===== src/rtl/piece_scheduler_if.sv =====
// Handshake bundle between the piece scheduler, its hw_rng and the piece requester.
// slave = scheduler side, master = requester/RNG side.
interface piece_scheduler_if;
  logic        seed_req;
  logic [31:0] seed_in;
  logic        rng_load;
  logic [31:0] rng_seed;
  logic [31:0] random_state;
  logic        piece_pop;
  logic        piece_valid;
  logic [2:0]  piece_out;
  logic        next_valid;
  logic [2:0]  next_piece;
  logic [15:0] pieces_issued;
  logic        busy;

  modport master (
    output seed_req, seed_in, random_state, piece_pop,
    input  rng_load, rng_seed, piece_valid, piece_out, next_valid, next_piece,
           pieces_issued, busy
  );

  modport slave (
    input  seed_req, seed_in, random_state, piece_pop,
    output rng_load, rng_seed, piece_valid, piece_out, next_valid, next_piece,
           pieces_issued, busy
  );
endinterface


===== src/rtl/piece_scheduler.sv =====
// Piece queue fed from an external RNG: seeds the RNG, keeps QUEUE_DEPTH pieces buffered.
// Optional macro PIECE_REROLL_EN: invalid or repeated draws are re-rolled from random_state[5:3].
module piece_scheduler #(
  parameter int          QUEUE_DEPTH  = 4,
  parameter logic [31:0] SEED_DEFAULT = 32'h0000_001F
) (
  input logic              clk,
  input logic              reset,
  piece_scheduler_if.slave bus
);
  localparam int            CW   = $clog2(QUEUE_DEPTH + 1);
  localparam logic [CW-1:0] FULL = CW'(QUEUE_DEPTH);

`ifdef PIECE_REROLL_EN
  typedef enum logic [1:0] {SEED, FILL, REROLL, READY} state_e;
`else
  typedef enum logic [1:0] {SEED, FILL, READY} state_e;
`endif

  state_e                        state_q, state_d;
  logic [31:0]                   seed_q, seed_d;
  logic [CW-1:0]                 cnt_q, cnt_d, cnt_pop;
  logic [2:0]                    last_q, last_d;
  logic [15:0]                   issued_q, issued_d;
  logic [QUEUE_DEPTH-1:0][2:0]   queue_q, queue_d;

  logic [2:0] d_smp, push_val;
  logic       pop_ok, push_en, reroll_hit;

  assign d_smp = bus.random_state[2:0];

`ifdef PIECE_REROLL_EN
  logic [2:0] e_smp;
  logic       unused_rs;
  assign e_smp      = bus.random_state[5:3];
  assign reroll_hit = (state_q == FILL) && ((d_smp == 3'd7) || (d_smp == last_q));
  assign unused_rs  = ^bus.random_state[31:6];
`else
  logic unused_rs;
  assign reroll_hit = 1'b0;
  assign unused_rs  = ^{bus.random_state[31:3], last_q};
`endif

  always_ff @(posedge clk) begin
    if (!reset) begin
      state_q  <= SEED;
      seed_q   <= SEED_DEFAULT;
      cnt_q    <= '0;
      last_q   <= 3'd7;
      issued_q <= '0;
      queue_q  <= '0;
    end else begin
      state_q  <= state_d;
      seed_q   <= seed_d;
      cnt_q    <= cnt_d;
      last_q   <= last_d;
      issued_q <= issued_d;
      queue_q  <= queue_d;
    end
  end

  // Queue datapath: pop shifts the head out, push lands just past the post-pop tail.
  always_comb begin
    seed_d   = seed_q;
    cnt_d    = cnt_q;
    last_d   = last_q;
    issued_d = issued_q;
    queue_d  = queue_q;
    pop_ok   = 1'b0;
    push_en  = 1'b0;
    push_val = d_smp;
    cnt_pop  = cnt_q;
    if (bus.seed_req) begin
      seed_d = bus.seed_in;
      cnt_d  = '0;
      last_d = 3'd7;
    end else begin
      pop_ok = bus.piece_pop && (cnt_q != '0);
      case (state_q)
        FILL: push_en = (d_smp != 3'd7) && !reroll_hit;
`ifdef PIECE_REROLL_EN
        REROLL: begin
          push_en  = 1'b1;
          push_val = (e_smp >= 3'd7) ? (e_smp - 3'd7) : e_smp;
        end
`endif
        default: push_en = 1'b0;
      endcase
      if ((cnt_q == FULL) && !pop_ok) push_en = 1'b0;
      cnt_pop = cnt_q - CW'(pop_ok);
      if (pop_ok) begin
        issued_d = issued_q + 16'd1;
        for (int i = 0; i < QUEUE_DEPTH - 1; i++) queue_d[i] = queue_q[i+1];
        queue_d[QUEUE_DEPTH-1] = '0;
      end
      if (push_en) begin
        for (int i = 0; i < QUEUE_DEPTH; i++)
          if (CW'(i) == cnt_pop) queue_d[i] = push_val;
        last_d = push_val;
      end
      cnt_d = cnt_pop + CW'(push_en);
    end
  end

  always_comb begin
    state_d = state_q;
    if (bus.seed_req) begin
      state_d = SEED;
    end else begin
      case (state_q)
        SEED: state_d = FILL;
        default: begin
          state_d = (cnt_d == FULL) ? READY : FILL;
`ifdef PIECE_REROLL_EN
          if (reroll_hit) state_d = REROLL;
`endif
        end
      endcase
    end
  end

  // The load strobe is held off while reset is asserted even though the state is SEED.
  always_comb begin
    bus.rng_load      = (state_q == SEED) && reset;
    bus.rng_seed      = seed_q;
    bus.piece_valid   = (cnt_q != '0);
    bus.next_valid    = (cnt_q >= CW'(2));
    bus.piece_out     = (cnt_q != '0) ? queue_q[0] : 3'd0;
    bus.next_piece    = (cnt_q >= CW'(2)) ? queue_q[1] : 3'd0;
    bus.pieces_issued = issued_q;
    bus.busy          = (state_q != READY);
  end
endmodule


===== src/flat_wrapper.sv =====
// flat-port wrapper written by rule: the top's interface ports become plain ports
module piece_scheduler_flat 
#(
  parameter int          QUEUE_DEPTH  = 4,
  parameter logic [31:0] SEED_DEFAULT = 32'h0000_001F
)
  (clk, reset, bus_seed_req, bus_seed_in, bus_random_state, bus_piece_pop, bus_rng_load, bus_rng_seed, bus_piece_valid, bus_piece_out, bus_next_valid, bus_next_piece, bus_pieces_issued, bus_busy);
  piece_scheduler_if bus_i ();
  input logic clk;
  input logic reset;
  input wire logic [$bits(bus_i.seed_req)-1:0] bus_seed_req;
  input wire logic [$bits(bus_i.seed_in)-1:0] bus_seed_in;
  input wire logic [$bits(bus_i.random_state)-1:0] bus_random_state;
  input wire logic [$bits(bus_i.piece_pop)-1:0] bus_piece_pop;
  output wire logic [$bits(bus_i.rng_load)-1:0] bus_rng_load;
  output wire logic [$bits(bus_i.rng_seed)-1:0] bus_rng_seed;
  output wire logic [$bits(bus_i.piece_valid)-1:0] bus_piece_valid;
  output wire logic [$bits(bus_i.piece_out)-1:0] bus_piece_out;
  output wire logic [$bits(bus_i.next_valid)-1:0] bus_next_valid;
  output wire logic [$bits(bus_i.next_piece)-1:0] bus_next_piece;
  output wire logic [$bits(bus_i.pieces_issued)-1:0] bus_pieces_issued;
  output wire logic [$bits(bus_i.busy)-1:0] bus_busy;
  assign bus_i.seed_req = bus_seed_req;
  assign bus_i.seed_in = bus_seed_in;
  assign bus_i.random_state = bus_random_state;
  assign bus_i.piece_pop = bus_piece_pop;
  assign bus_rng_load = bus_i.rng_load;
  assign bus_rng_seed = bus_i.rng_seed;
  assign bus_piece_valid = bus_i.piece_valid;
  assign bus_piece_out = bus_i.piece_out;
  assign bus_next_valid = bus_i.next_valid;
  assign bus_next_piece = bus_i.next_piece;
  assign bus_pieces_issued = bus_i.pieces_issued;
  assign bus_busy = bus_i.busy;
  piece_scheduler #(.QUEUE_DEPTH(QUEUE_DEPTH), .SEED_DEFAULT(SEED_DEFAULT)) u_core (.clk(clk), .reset(reset), .bus(bus_i));
endmodule

===== config.mk =====
export PLATFORM = sky130hd
export DESIGN_NAME = piece_scheduler_flat
export DESIGN_NICKNAME = d
export VERILOG_FILES = /design/src/rtl/piece_scheduler_if.sv /design/src/rtl/piece_scheduler.sv /design/src/flat_wrapper.sv
export SDC_FILE = /design/constraint.sdc
export NUM_CORES = 1
export LEC_CHECK = 0
export CAP_MARGIN = 30
export CORE_MARGIN = 2
export CORE_UTILIZATION = 38
export DETAILED_ROUTE_END_ITERATION = 10
export PLACE_DENSITY = 0.77
export SLEW_MARGIN = 0
export SYNTH_ARGS = -nofsm -noshare
export SYNTH_HDL_FRONTEND = slang
export SYNTH_SLANG_ARGS = --single-unit

===== constraint.sdc =====
create_clock -name clk -period 2.1 [get_ports clk]
set_input_delay 0.42 -clock clk [delete_from_list [all_inputs] [get_ports clk]]
set_output_delay 0.42 -clock clk [all_outputs]
set_load 0.03 [all_outputs]

==> impl_metrics.py <==
metrics = {
    "layout": {
        "net_total_in_the_final_layout": 492,
        "num-fill-cells": 646,
        "antenna_cells_inserted": 0,
        "final_common_cell": "clkdlybuf4s50_1",
        "area.growth.synth_to_final_pct": 52.5,
        "layout_common_cells": "85 x clkdlybuf4s50_1, 62 x dfxtp_1, 37 x nor2_1",
        "layoutNonFillerInstCount": 524,
        "drive_above_1_share_pct": 15.1,
    },
    "routing": {
        "totalWireLength_um": 7390,
        "wl_per_cell_um": 14.1,
        "drt_pass1_iterations": 4,
        "drcViolationCount": 0,
        "count_of_nets_left_with_antenna_violations_after_detail_routing": 0,
        "num_vias": 2652,
        "dr.first_iter.drc_count": 121,
        "vias_per_cell": 5.06,
    },
    "place": {
        "dp.final_hpwl_um": 5390,
        "place.detailed.instances": 507,
        "count_of_buffers_inserted_at_the_top_level_ports": 96,
        "detailedPlace.worstSlack_ps": -462,
        "gpl.final_weighted_congestion": 0.787,
    },
    "setup_path": {
        "required_ps": 2360,
        "setup.worst_path.end_class": "flip-flop",
        "timing_worst_setup_path_type": "flip-flop to flip-flop",
        "start_kind": "flip-flop",
        "worst-endpoint-arrival_ps": 2270,
        "crit_fanout": 5,
    },
    "global_route": {
        "global_route.usage.met2_pct": 30.8,
        "grt_pass1_vias": 2594,
        "grt_start_max_net_pins": 48,
        "grt.busiest_layer": "met2",
        "groute.layer.met3.usage_pct": 5.43,
        "grt_use_total_pct": 18.3,
        "grt_remaining_overflow": 0,
        "grt_pass1_wl_um": 12200,
        "grt_antenna_before_repair": 0,
        "gr_met1_demand_resource_pct": 21.5,
    },
    "timing": {
        "achievable_freq_mhz": 497,
        "worst_slew_pin_tran_ps": 485,
        "final_critical_path_setup_slack_ps": 89.9,
        "worst_clk_skew_ps": 5.23,
        "max_transition_viols_final": 0,
        "finalHoldViolCount": 0,
        "layout_worst_path_cycle_share_pct": 95.7,
        "maxSlewHeadroom_pct": 67.6,
        "finalWorstPathRequiredPeriod_ps": 2010,
        "setup_viol_count_final": 0,
    },
    "power": {
        "internal_power_mw": 2.27,
        "power.ir.vdd_worst_mv": 0.424,
        "cellPowerDensity_nw_per_um2": 693,
        "power.combinational.fraction_pct": 13.4,
        "cellLeakagePower_nw": 1.74,
        "p_seq_share_pct": 43.3,
        "report.power.total_mw": 3.00,
        "p_sw_uw": 729,
        "p_clk_share_pct": 43.2,
        "power.switching_fraction_pct": 24.3,
    },
    "cts": {
        "worst_setup_hold_path_clk_slew_ps": 70,
        "cts_tree": "done",
        "clock_insertion_delay_worst_skew_ps": 340,
        "cts_buffers": 9,
        "clock_tree.root_cell": "clkbuf_8",
        "max-clock-path-buffers": 2,
        "cts_htree_levels": 3,
        "tritoncts_num_sinks": 65,
        "holdBufCountCts": 0,
    },
    "logic_synthesis": {
        "yosysWarnings": 0,
        "async_flop_share_pct": 0,
        "synth_sequential_area_ratio_pct": 45.8,
        "synthesis.nets": 371,
        "syn_inst": 299,
        "yosys_register_bits": 65,
        "count_of_flip_flops_with_a_built_in_enable_after_synthesis": 0,
        "netlist_area_before_placement_um2": 2840,
        "synth_area_per_cell_um2": 9.49,
        "dominantRegCellSynth": "dfxtp_1",
        "netlist-cell-type-count": 41,
    },
    "die": {
        "number_of_top_level_pins": 126,
        "floorplan.core_area_um2": 7250,
        "floorplan.initialDensity_pct": 39.1,
        "rows": 31,
        "die_height_um": 90.4,
        "die-area_um2": 8180,
        "die_width_um": 90.4,
    },
    "worst_hold_path": {
        "hold_path_class": "flip-flop to flip-flop",
    },
    "status": {
        "status": "completed",
    },
    "flow_run": {
        "maxCapViolations": 0,
    },
}
## kinds of logic after synthesis
logic type      Yosys count  share of synthesized area, %
flops                    65                          45.8
simple gates            115                          21.4
compound gates           50                          13.4
mux                      34                          12.0
xor+xnor                  8                          2.47
fa+ha+maj                 4                          1.76
buf+inv                  23                          3.13
## flip-flops by register name, summed over array words and instances, names as in the netlist
register / count
u_core.bus.pieces_issued: 16
u_core.bus.rng_seed: 32
u_core.cnt_q: 3
u_core.queue_q: 12
u_core.state_q: 2
## timing repair
action,CTS,global route
pin swaps,0,1
endpoints found under the setup margin,13,11
setup buffers,0,1
resized for setup,15,6
## worst max-delay path, cell delays in order, from the launching register on
cell and delay [ps]:
dfxtp_2 380, nand2b_1 130, nor2_1 50, ha_1 300
inv_1 60, buf_4 140, ha_1 320, nor4_2 350
nor3b_1 200
## stage by stage
stage               TNS [ps]  hold WS, ps  util, %  area (µm²)
floorplan                  0          457        -        2840
global placement       -5270          458     56.1        4070
detailed placement     -6190          456     56.1        4070
global route           -19.2          514     59.7        4330
CTS                        0          487     59.6        4320
finish                     0          476     59.7        4330
## synthesized netlist by cell type (all sizes together), types with 3 or more instances
| library cell | number | area, µm² |
|---|---|---|
| dfxtp | 65 | 1300 |
| nor2 | 37 | 139 |
| mux2i | 34 | 340 |
| nand2 | 13 | 48.8 |
| a21oi | 12 | 60.1 |
| clkbuf | 10 | 37.5 |
| nor3 | 9 | 50.1 |
| o31ai | 8 | 60.1 |
| and2 | 7 | 43.8 |
| inv | 7 | 26.3 |
| nand2b | 7 | 43.8 |
| a211oi | 6 | 45.0 |
| buf | 6 | 25.0 |
| nand4 | 6 | 37.5 |
| o221a | 6 | 67.6 |
| or3 | 6 | 37.5 |
| or4 | 6 | 45.0 |
| nand3 | 5 | 25.0 |
| nor3b | 5 | 37.5 |
| nor4 | 5 | 31.3 |
| ha | 4 | 50.1 |
| o21ai | 4 | 20.0 |
| xnor2 | 4 | 35.0 |
| xor2 | 4 | 35.0 |
| nor4b | 3 | 26.3 |
| o311ai | 3 | 26.3 |
| o31a | 3 | 26.3 |
## area by class of cell
| cell class | count | area (µm²) | area share [%] |
|---|---|---|---|
| multi-input combinational | 211 | 1470 | 34.0 |
| clock inverter | 6 | 115 | 2.66 |
| sequential | 65 | 1310 | 30.1 |
| tap | 99 | 124 | 2.86 |
| clock buffer | 10 | 128 | 2.95 |
| inverter | 7 | 26.3 | 0.607 |
| timing repair buffer | 126 | 1160 | 26.8 |
## power by group through the flow
stage / registers [mW] / logic, mW / clock network [mW]
global route: 1.31 / 0.431 / 1.38
detailed placement: 1.33 / 0.403 / 0
finish: 1.30 / 0.404 / 1.30
global placement: 1.33 / 0.396 / 0
CTS: 1.30 / 0.405 / 1.32
floorplan: 1.40 / 0.131 / 0
## layer usage
layer	vias up	part of all wire, %	routed length [µm]
met5	-	0	0
met4	0	1.6	116
met2	71	49	3640
li1	1337	-	-
met1	1235	44	3240
met3	9	5.4	398
## final timing paths
check                    startpoint                      to  slack, ps  cells past startpoint
max                 u_core.cnt_q[0]       u_core.state_q[1]         90                      8
max reg2reg         u_core.cnt_q[0]       u_core.state_q[1]         90                      8
min reg2reg  u_core.bus.rng_seed[2]  u_core.bus.rng_seed[2]        480                      2
min          u_core.bus.rng_seed[2]  u_core.bus.rng_seed[2]        480                      2
(Power assumes the default switching activity.)
